===== config.mk =====
export PLATFORM = sky130hd
export DESIGN_NAME = spi_cmd_ctrl
export DESIGN_NICKNAME = d
export VERILOG_FILES = /design/src/rtl/spi_cmd_ctrl.sv
export SDC_FILE = /design/constraint.sdc
export NUM_CORES = 1
export LEC_CHECK = 0
export CORE_MARGIN = 1.5
export CORE_UTILIZATION = 50
export CTS_CLUSTER_DIAMETER = 40
export CTS_CLUSTER_SIZE = 14
export DETAILED_ROUTE_END_ITERATION = 10
export HOLD_SLACK_MARGIN = 0.1
export PLACE_DENSITY = 0.82
export SETUP_SLACK_MARGIN = 0.02
export SLEW_MARGIN = 20
export SYNTH_ARGS = -nofsm -noshare
export SYNTH_HDL_FRONTEND = slang
export SYNTH_SLANG_ARGS = --single-unit

===== constraint.sdc =====
create_clock -name i_sys_clk -period 5.4 [get_ports i_sys_clk]
set_clock_uncertainty 0.2 [all_clocks]
set_input_delay 1.35 -clock i_sys_clk [delete_from_list [all_inputs] [get_ports i_sys_clk]]
set_output_delay 1.35 -clock i_sys_clk [all_outputs]
set_load 0.03 [all_outputs]

===== src/rtl/spi_cmd_ctrl.sv =====
// spi_cmd_ctrl
// Turns the byte stream of each SPI slave-select frame into single-cycle
// register-file strobes. The first byte of a frame is a command
// (bit7 = 1 write / 0 read, bits6:0 = start address). Every following byte
// produces one write or read access.
//
// Optional feature macro: SPI_CMD_AUTO_INC_EN
//   defined   - the address advances after every data byte (bursts).
//   undefined - one access per frame; later bytes are drained.
//
// Ports
//   i_sys_clk     system clock, rising edge
//   i_sys_rst     synchronous active-high reset
//   i_spi_ss      slave select (synchronised), 0 = frame active
//   i_byte        received byte
//   i_byte_valid  one-cycle strobe qualifying i_byte
//   o_reg_addr    register address of the current access
//   o_reg_wdata   write data
//   o_reg_we      one-cycle write strobe
//   o_reg_re      one-cycle read strobe
//   o_busy        high while a frame is being tracked
//   o_byte_count  data bytes accepted in the current/last frame (saturating)
//   o_frame_err   one-cycle pulse when a frame ends without data
module spi_cmd_ctrl (
   input  logic       i_sys_clk,
   input  logic       i_sys_rst,
   input  logic       i_spi_ss,
   input  logic [7:0] i_byte,
   input  logic       i_byte_valid,
   output logic [6:0] o_reg_addr,
   output logic [7:0] o_reg_wdata,
   output logic       o_reg_we,
   output logic       o_reg_re,
   output logic       o_busy,
   output logic [7:0] o_byte_count,
   output logic       o_frame_err
);

   typedef enum logic [2:0] {
      ST_SYNC  = 3'd0,
      ST_IDLE  = 3'd1,
      ST_CMD   = 3'd2,
      ST_DATA  = 3'd3,
      ST_DRAIN = 3'd4
   } state_t;

   state_t     state_q, state_d;
   logic [6:0] reg_addr_q, reg_addr_d;
   logic [7:0] reg_wdata_q, reg_wdata_d;
   logic       reg_we_q, reg_we_d;
   logic       reg_re_q, reg_re_d;
   logic [7:0] byte_count_q, byte_count_d;
   logic       frame_err_q, frame_err_d;
   logic       rw_q, rw_d;

   function automatic logic [7:0] sat_inc(input logic [7:0] v);
      return (v == 8'hFF) ? v : v + 8'd1;
   endfunction

   // State register
   always_ff @(posedge i_sys_clk) begin
      if (i_sys_rst) begin
         state_q <= ST_SYNC;
      end else begin
         state_q <= state_d;
      end
   end

   // Next-state logic. A byte arriving together with ss high is processed
   // first; the frame still closes on the same edge.
   always_comb begin
      state_d = state_q;
      case (state_q)
         ST_SYNC:  if (i_spi_ss) state_d = ST_IDLE;
         ST_IDLE:  if (!i_spi_ss) state_d = ST_CMD;
         ST_CMD: begin
            if (i_spi_ss)          state_d = ST_IDLE;
            else if (i_byte_valid) state_d = ST_DATA;
         end
         ST_DATA: begin
            if (i_spi_ss) begin
               state_d = ST_IDLE;
            end else if (i_byte_valid) begin
`ifdef SPI_CMD_AUTO_INC_EN
               state_d = ST_DATA;
`else
               state_d = ST_DRAIN;
`endif
            end
         end
         ST_DRAIN: if (i_spi_ss) state_d = ST_IDLE;
         default:  state_d = ST_SYNC;
      endcase
   end

   // Output / datapath next values
   always_comb begin
      reg_addr_d   = reg_addr_q;
      reg_wdata_d  = reg_wdata_q;
      reg_we_d     = 1'b0;
      reg_re_d     = 1'b0;
      byte_count_d = byte_count_q;
      frame_err_d  = 1'b0;
      rw_d         = rw_q;
      o_busy       = (state_q == ST_CMD) || (state_q == ST_DATA) ||
                     (state_q == ST_DRAIN);

`ifdef SPI_CMD_AUTO_INC_EN
      // Advance one cycle after the strobe so the address stays stable
      // while the access is presented; 7-bit wrap is intentional.
      if (reg_we_q || reg_re_q) reg_addr_d = reg_addr_q + 7'd1;
`endif

      case (state_q)
         ST_IDLE: begin
            if (!i_spi_ss) byte_count_d = 8'd0;
         end
         ST_CMD: begin
            if (i_byte_valid) begin
               rw_d       = i_byte[7];
               reg_addr_d = i_byte[6:0];
            end
            // Leaving CMD always means the frame carried no data byte.
            if (i_spi_ss) frame_err_d = 1'b1;
         end
         ST_DATA: begin
            if (i_byte_valid) begin
               if (rw_q) begin
                  reg_we_d    = 1'b1;
                  reg_wdata_d = i_byte;
               end else begin
                  reg_re_d = 1'b1;
               end
               byte_count_d = sat_inc(byte_count_q);
            end
            if (i_spi_ss && (byte_count_d == 8'd0)) frame_err_d = 1'b1;
         end
         default: ;
      endcase
   end

   // Registered outputs
   always_ff @(posedge i_sys_clk) begin
      if (i_sys_rst) begin
         reg_addr_q   <= 7'd0;
         reg_wdata_q  <= 8'd0;
         reg_we_q     <= 1'b0;
         reg_re_q     <= 1'b0;
         byte_count_q <= 8'd0;
         frame_err_q  <= 1'b0;
         rw_q         <= 1'b0;
      end else begin
         reg_addr_q   <= reg_addr_d;
         reg_wdata_q  <= reg_wdata_d;
         reg_we_q     <= reg_we_d;
         reg_re_q     <= reg_re_d;
         byte_count_q <= byte_count_d;
         frame_err_q  <= frame_err_d;
         rw_q         <= rw_d;
      end
   end

   assign o_reg_addr   = reg_addr_q;
   assign o_reg_wdata  = reg_wdata_q;
   assign o_reg_we     = reg_we_q;
   assign o_reg_re     = reg_re_q;
   assign o_byte_count = byte_count_q;
   assign o_frame_err  = frame_err_q;

endmodule


== Word-level counts from Yosys, hierarchy flattened ==
Index checks and enable logic that the tools add are counted.

* $add $sub $neg: 1
* Eq/ne operators: 9
* Mux-type cells: 17
* Bitwise logic cells: 2
* Reductions and logical operators: 12

{| class="wikitable"
|+ Operator list
! cell !! number
|-
| $mux W8 || 4
|-
| $mux W3 || 6
|-
| $pmux W8 S2 || 1
|-
| $pmux W3 S4 || 1
|-
| $add A8 B1 Y8 const B || 1
|-
| $eq A8 B8 Y1 const B || 1
|-
| $logic_not A8 Y1 || 1
|-
| $eq A3 B2 Y1 const B || 2
|-
| $ne A3 B3 Y1 const B || 2
|-
| $mux W1 || 4
|-
| $reduce_and A2 Y1 || 2
|-
| $reduce_and A4 Y1 || 1
|-
| $eq A3 B1 Y1 const B || 1
|-
| $eq A3 B3 Y1 const B || 1
|-
| $logic_not A3 Y1 || 1
|-
| $reduce_and A3 Y1 || 1
|-
| $reduce_or A3 Y1 || 1
|-
| $logic_or A1 B1 Y1 || 2
|-
| $ne A2 B1 Y1 const B || 1
|-
| $ne A2 B2 Y1 const B || 1
|-
| $not A1 Y1 || 2
|-
| $pmux W1 S2 || 1
|-
| $reduce_bool A2 Y1 || 1
|-
| $reduce_or A2 Y1 || 1
|-
| $logic_and A1 B1 Y1 || 1
|}

* Flip-flop bits (word level): 30

== Depth between registers and ports, before layout ==
* Depth in word-level cells: 8
* Gate-level depth with buffers: 8

== Worst setup path before layout ==
No wires, ideal clock.

* Path type: reg-to-output
* Start point: register state_q[1]
* End point: output port o_busy
* Arrival time: 1,134 ps
* Data required time: 3,850 ps
* Slack: 2,716 ps
* Stages on the path, launching flop included: 4
* Path buffers: 1
* Cell sequence: dfxtp_1 > buf_4 > inv_2 > o21ai_0

* Cells in the longest elaborated chain, start to end: 3
* Elaborated cells on any way between the ends: 5

{| class="wikitable"
|+ Ends and longest elaborated chain
! element !! line !! text
|-
| from (decl) || 47 || <nowiki>state_t state_q, state_d;</nowiki>
|-
| from (signal assigned) || 65 || <nowiki>state_q <= state_d;</nowiki>
|-
| $eq A3 B2 Y1 || 105 || <nowiki>o_busy = (state_q == ST_CMD) || (state_q == ST_DATA) ||</nowiki>
|-
| $logic_or A1 B1 Y1 || 105 ||
|-
| $logic_or A1 B1 Y1 (*) || 105 ||
|-
| to (decl) || 34 || <nowiki>output logic o_busy,</nowiki>
|}

Every way passes the cells marked *; elsewhere a longest branch is shown, timed or not.

== Final worst setup path ==
* Start point: register state_q[0]
* End point: output port o_busy

The elaborated chain is that of the path after synthesis.

==> impl_metrics.csv <==
group,metric,value,unit
pwr,p_seq_share,55.9,%
global_route,grt-ovfl-total,0,
layout,syn_to_final_growth,27.70,%
logic_synthesis,seq_area_frac_synth,41.81,%
layout,layout_common_cells,"clkdlybuf4s50_1 (38), nor2_1 (34), dfxtp_1 (30)",
logic_synthesis,synthArstFlopShare,0,%
critical_path,required,3850,ps
routing,num_vias,1292,
critical_path,crit_type,"reg2out",
logic_synthesis,synth_compound_area_share,12.46,%
critical_path,start_kind,"flip-flop",
layout,n_fill_cell,213,
clock_network,cts_setup_buffers,0,
layout,antenna_cells,0,
layout,layout-drive-gt1-share,10.31,%
logic_synthesis,synth_top_family_by_area,"simple AND/OR/NAND/NOR gates",
critical_path,rr_startpoint,"o_byte_count[0]",
clock_network,numCtsBuffers,5,
floorplan,rows,19,
pwr,power.share.switching,25.51,%
global_route,antenna_found_initial,0,
logic_synthesis,synth_area,1436,sq um
sta,hold_viol_final,0,
logic_synthesis,synthFlopType,"dfxtp_1",
logic_synthesis,synth-adder-area-share,0.8711,%
layout,multiInputGateArea,743.2,sq um
layout,nets,206,
hold_path,hp-start,"rw_q",
sta,period_share,61.36,%
logic_synthesis,synth-edff-count,0,
logic_synthesis,avgSynthCellArea,9.034,sq um
floorplan,initial_core_util,52.54,%
sta,drv_slew,0,
layout,final_cells,225,
routing,ant_nets,0,
pwr,power.share.clock,35.5,%
sta,tightest_slew,1025,ps
floorplan,io_pins,39,
sta,finalSetupViolCount,0,
place,gp_congestion,0.8673,
pwr,switching_power,103.7,uW
sta,period_needed,3314,ps
pwr,powerDensity,221.6,nW/um^2
clock_network,cts_resized,0,
global_route,grt_max_degree,30,
routing,drc,0,
sta,fin_tns_setup,0,ps
place,port_buffers,38,
sta,rsz0062_at_grt,"false",
clock_network,clkTransAtPathRegs,100,ps
floorplan,fp.dieH,56.60,um
global_route,grt_usage,20.96,%
critical_path,cp_max_fo,8,
layout,seq_area,600.6,sq um
logic_synthesis,synth_xor_area_share,0.6098,%
clock_network,cts_hold_repair.buffers,0,
logic_synthesis,ys_warn_count,0,
hold_path,min_path_type,"reg2reg",
pwr,power.internal,302.8,uW
pwr,pwr-share-comb,8.7,%
logic_synthesis,synth_cell_type_count,42,
routing,first_iter_violations,56,
clock_network,cts_max_level,2,
routing,wl_per_cell,13.84,um
logic_synthesis,yosys.area_share.simple,25.87,%
sta,whs,283.8,ps
floorplan,die-area,3204,sq um
clock_network,cts_sinks,30,
floorplan,die_w,56.60,um
routing,drt_wl_total,3114,um
place,dpl.hpwl,2176,um
sta,timing.slew.headroom,31.46,%
critical_path,cp.arrival,1760,ps
outcome,status,"finished, final reports clean",
global_route,grt_pass1_wl,5154,um
layout,final_common_cell,"clkdlybuf4s50_1",
pwr,ir_worst_vdd,0.0002613,V
critical_path,crit_start,"state_q[0]",
floorplan,coreArea,2734,sq um
flow_run,maxCapViolCount,0,
place,dpl.cell_count,217,
logic_synthesis,synth_nets,172,
logic_synthesis,ys_ff_latch,30,
logic_synthesis,synthMuxAreaShare,11.93,%
routing,first_pass_iters,4,
critical_path,cp-end-kind,"primary output",
clock_network,clockBufferDepth,2,
routing,viasPerCell,5.742,
clock_network,worstSkewPairLatency,330,ps
logic_synthesis,netlist_instances,159,
clock_network,cts_tree,"yes",
sta,max_freq,301.8,MHz
clock_network,clockRootBuffer,"clkbuf_4",
pwr,p_leak,0.0006959,uW
global_route,grt_pass1_vias,1132,
cells in the mapped netlist, types with 2 or more instances:
cell type,count,share of area [%]
nand2_1,7,1.8
clkbuf_1,3,0.78
a21oi_1,8,2.8
nor3_1,10,3.5
and2_1,2,0.87
mux2i_1,16,11
nand3_2,2,1.4
a22oi_1,2,1.0
dfxtp_1,30,42
o21ai_0,3,1.0
a2bb2oi_1,2,1.2
a31oi_1,3,1.3
nor2_1,34,8.9
nand3_1,4,1.4
buf_6,5,3.9
buf_2,2,0.70
flip-flops by register name (all words and copies together), names as in the netlist:
| signal | count |
|---|---|
| o_reg_re | 1 |
| o_byte_count | 8 |
| state_q | 3 |
| rw_q | 1 |
| o_reg_wdata | 8 |
| o_frame_err | 1 |
| o_reg_addr | 7 |
| o_reg_we | 1 |
cell families (layout without fill, tap and decap cells):
family                     Yosys count  in the layout
DFF                                 30             30
buffers and inverters               13             48
xor gates and xnor gates             1              1
and+or+nand+nor                     71             71
adders and majority gates            1              1
muxes                               17             17
AOI/OAI and AO/OA                   26             26
per-layer routing:
layer  global-route usage, %  up-vias  part of all wire, %
met5                       0        -                    0
met3                   7.834        5                  9.4
met4                   9.864        0                  1.8
met1                   25.07      597                   42
li1                        -      628                    -
met2                   33.06       62                   47
final cells by class:
| cell class | instances | share of cell area (%) |
|---|---|---|
| multi-input cells | 116 | 40.52 |
| flip-flops and latches | 30 | 32.74 |
| repair buffers | 38 | 20.74 |
| clock buffers | 6 | 2.797 |
| well taps | 31 | 2.115 |
| clock inverters | 2 | 0.6821 |
| inverters | 2 | 0.4093 |
metrics by stage:
stage          util, %  power, uW  instance area, sq um  worst slack [ps]
2_1_floorplan        -      254.2                  1436              2716
3_3_place_gp     64.76      266.4                  1770              1916
3_5_place_dp     64.76      267.4                  1770              1869
4_1_cts          67.09      411.0                  1834              2070
5_1_grt          67.09      427.3                  1834              1942
6_report         67.09      406.5                  1834              2086
critical path: stages (launching register included):
cell             delay [ps]
dfxtp_1                 570
nor2_1                   90
nand2_1                 100
o21ai_0                  80
clkdlybuf4s50_1         600
path summary, 6_finish.rpt:
| path | end | slack [ps] | cells past startpoint |
|---|---|---|---|
| worst min-delay path | o_reg_re | 280 | 1 |
| worst max-delay path | o_busy | 2090 | 4 |
| worst min register to register | o_reg_re | 280 | 1 |
| worst max register to register | o_frame_err | 3440 | 6 |
power groups by stage:
stage / clock [uW] / sequential (uW) / combinational, uW
2_1_floorplan: 0 / 232 / 22.1
6_report: 144 / 227 / 35.3
4_1_cts: 149 / 227 / 35.4
3_5_place_dp: 0 / 232 / 35.3
5_1_grt: 161 / 228 / 38.2
3_3_place_gp: 0 / 232 / 34.4
No activity file was read; power rests on OpenSTA's default activity.
==> RTL edit, RTL diff (config.mk and constraints unchanged) <==
Register the output `o_reg_addr` once more, without a reset; this adds one clock of latency there. The other outputs are not delayed to match.
--- a/src/rtl/spi_cmd_ctrl.sv
+++ b/src/rtl/spi_cmd_ctrl.sv
@@ -160,7 +160,9 @@
       end
    end
 
-   assign o_reg_addr   = reg_addr_q;
+   always_ff @(posedge i_sys_clk) begin
+      o_reg_addr <= reg_addr_q;
+   end
    assign o_reg_wdata  = reg_wdata_q;
    assign o_reg_we     = reg_we_q;
    assign o_reg_re     = reg_re_q;
Behaviour: not the same (Yosys sat finds a counterexample within 4 cycles, from zero or initial values and one cycle with i_sys_rst high).
==> RTL edit against the unedited design <==
The flow now finishes with violations (design-rule violations); clock power is 39% higher; synthesized cell count is 8.2% higher; non-clock buffer count unchanged; cell area up 7.2%; power rose by 26%; final cell count increased by 6.7%; sequential cell count rose by 7; largest cell class is now flip-flops and latches; synthesized area increased by 4.9%; critical path type is now input pin to flop; wire length up 12%; worst setup slack worse by 160 ps; first-iteration DRC count up 30%; largest power group unchanged; combinational power shrank 2%.
==> RTL edit: results (changes against the unedited design) <==
status: "finished with violations"
violations: "design-rule violations"
grt_usage_pct: 21.87  # +0.91 points
placed_cells: 232  # +6.9%
drtIter0Drc: 73  # +30%
post-route-period-util_pct: 64.24  # +2.9 points
wl_per_cell_um: 14.58  # +5.3%
grt_first_pass_wirelength_um: 5561  # +7.9%
synthCells: 172  # +8.2%
synthDistinctLibCells: 40  # -4.8%
r2r-start: "state_q[0]$_SDFFE_PP0P_"
ys_top_cells_by_area: "dfxtp_1, nand2_1, mux2i_1"
drcViolationCount: 2  # +2
synth_top_cells_by_count: "dfxtp_1, nand2_1, nor2_1"
viasPerCell: 5.783  # +0.72%
cp_max_fo: 30  # +22
pre_cts_slack_ps: 1734  # -135.1 ps
syn_nets: 185  # +7.6%
wirelength_um: 3498  # +12%
grt_pass1_vias: 1228  # +8.5%
grt_util_met3_pct: 6.920  # -0.91 points
hpwl_um: 2475  # +14%
rr_endpoint: "o_reg_wdata[7]$_SDFFE_PP0P_"
ir_drop_uv: 188.1  # -28%
r2r_setup_slack_ps: 3220  # -220 ps
cp-endpoint: "o_frame_err$_SDFF_PP0_"
ff2ff_path_depth: 5  # -1
routabilityCongestion: 0.8428  # -2.8%
RTL edit: worst min-delay path by stage:
stage	startpoint	end	slack, ps	depth (start not counted)
2_1_floorplan	reg_addr_q[0]$_SDFFE_PP0P_	o_reg_addr[0]$_DFF_P_	130	0
3_3_place_gp	reg_addr_q[1]$_SDFFE_PP0P_	o_reg_addr[1]$_DFF_P_	140	0
3_5_place_dp	reg_addr_q[0]$_SDFFE_PP0P_	o_reg_addr[0]$_DFF_P_	140	0
4_1_cts	reg_addr_q[4]$_SDFFE_PP0P_	o_reg_addr[4]$_DFF_P_	160	0
5_1_grt	reg_addr_q[4]$_SDFFE_PP0P_	o_reg_addr[4]$_DFF_P_	160	0
6_report	reg_addr_q[4]$_SDFFE_PP0P_	o_reg_addr[4]$_DFF_P_	160	0
RTL edit: layer usage:
metal | share of wire, % | wire [µm] | vias to the layer above
met5 | 0 | 0 | -
met4 | 2.0 | 69 | 0
met3 | 4.9 | 173 | 9
met2 | 48 | 1686 | 50
met1 | 45 | 1569 | 650
li1 | - | - | 679
RTL edit: area by class of cell:
cell class,instances,area [µm²]
well taps,31,38.79
multi-input cells,122,703.2
clock buffers,6,51.30
clock inverters,2,37.54
fillers,241,838.3
repair buffers,38,380.4
inverters,4,15.01
flip-flops and latches,37,740.7
RTL edit: logic make-up after synthesis:
logic type,count (synthesis),synth area share (%)
AO/OA/AOI/OAI,40,16.61
flip-flops,37,49.17
buffers and inverters,13,4.152
XOR/XNOR,1,0.5815
adder cells (fa/ha/maj),1,0.8304
multiplexers,8,5.316
AND/OR/NAND/NOR,72,23.34
RTL edit: worst register-to-register path: cells and delay by family (launching register included):
kind | cells | cell delay (ps)
simple gates | 4 | 1040
flops | 1 | 470
mux | 1 | 320
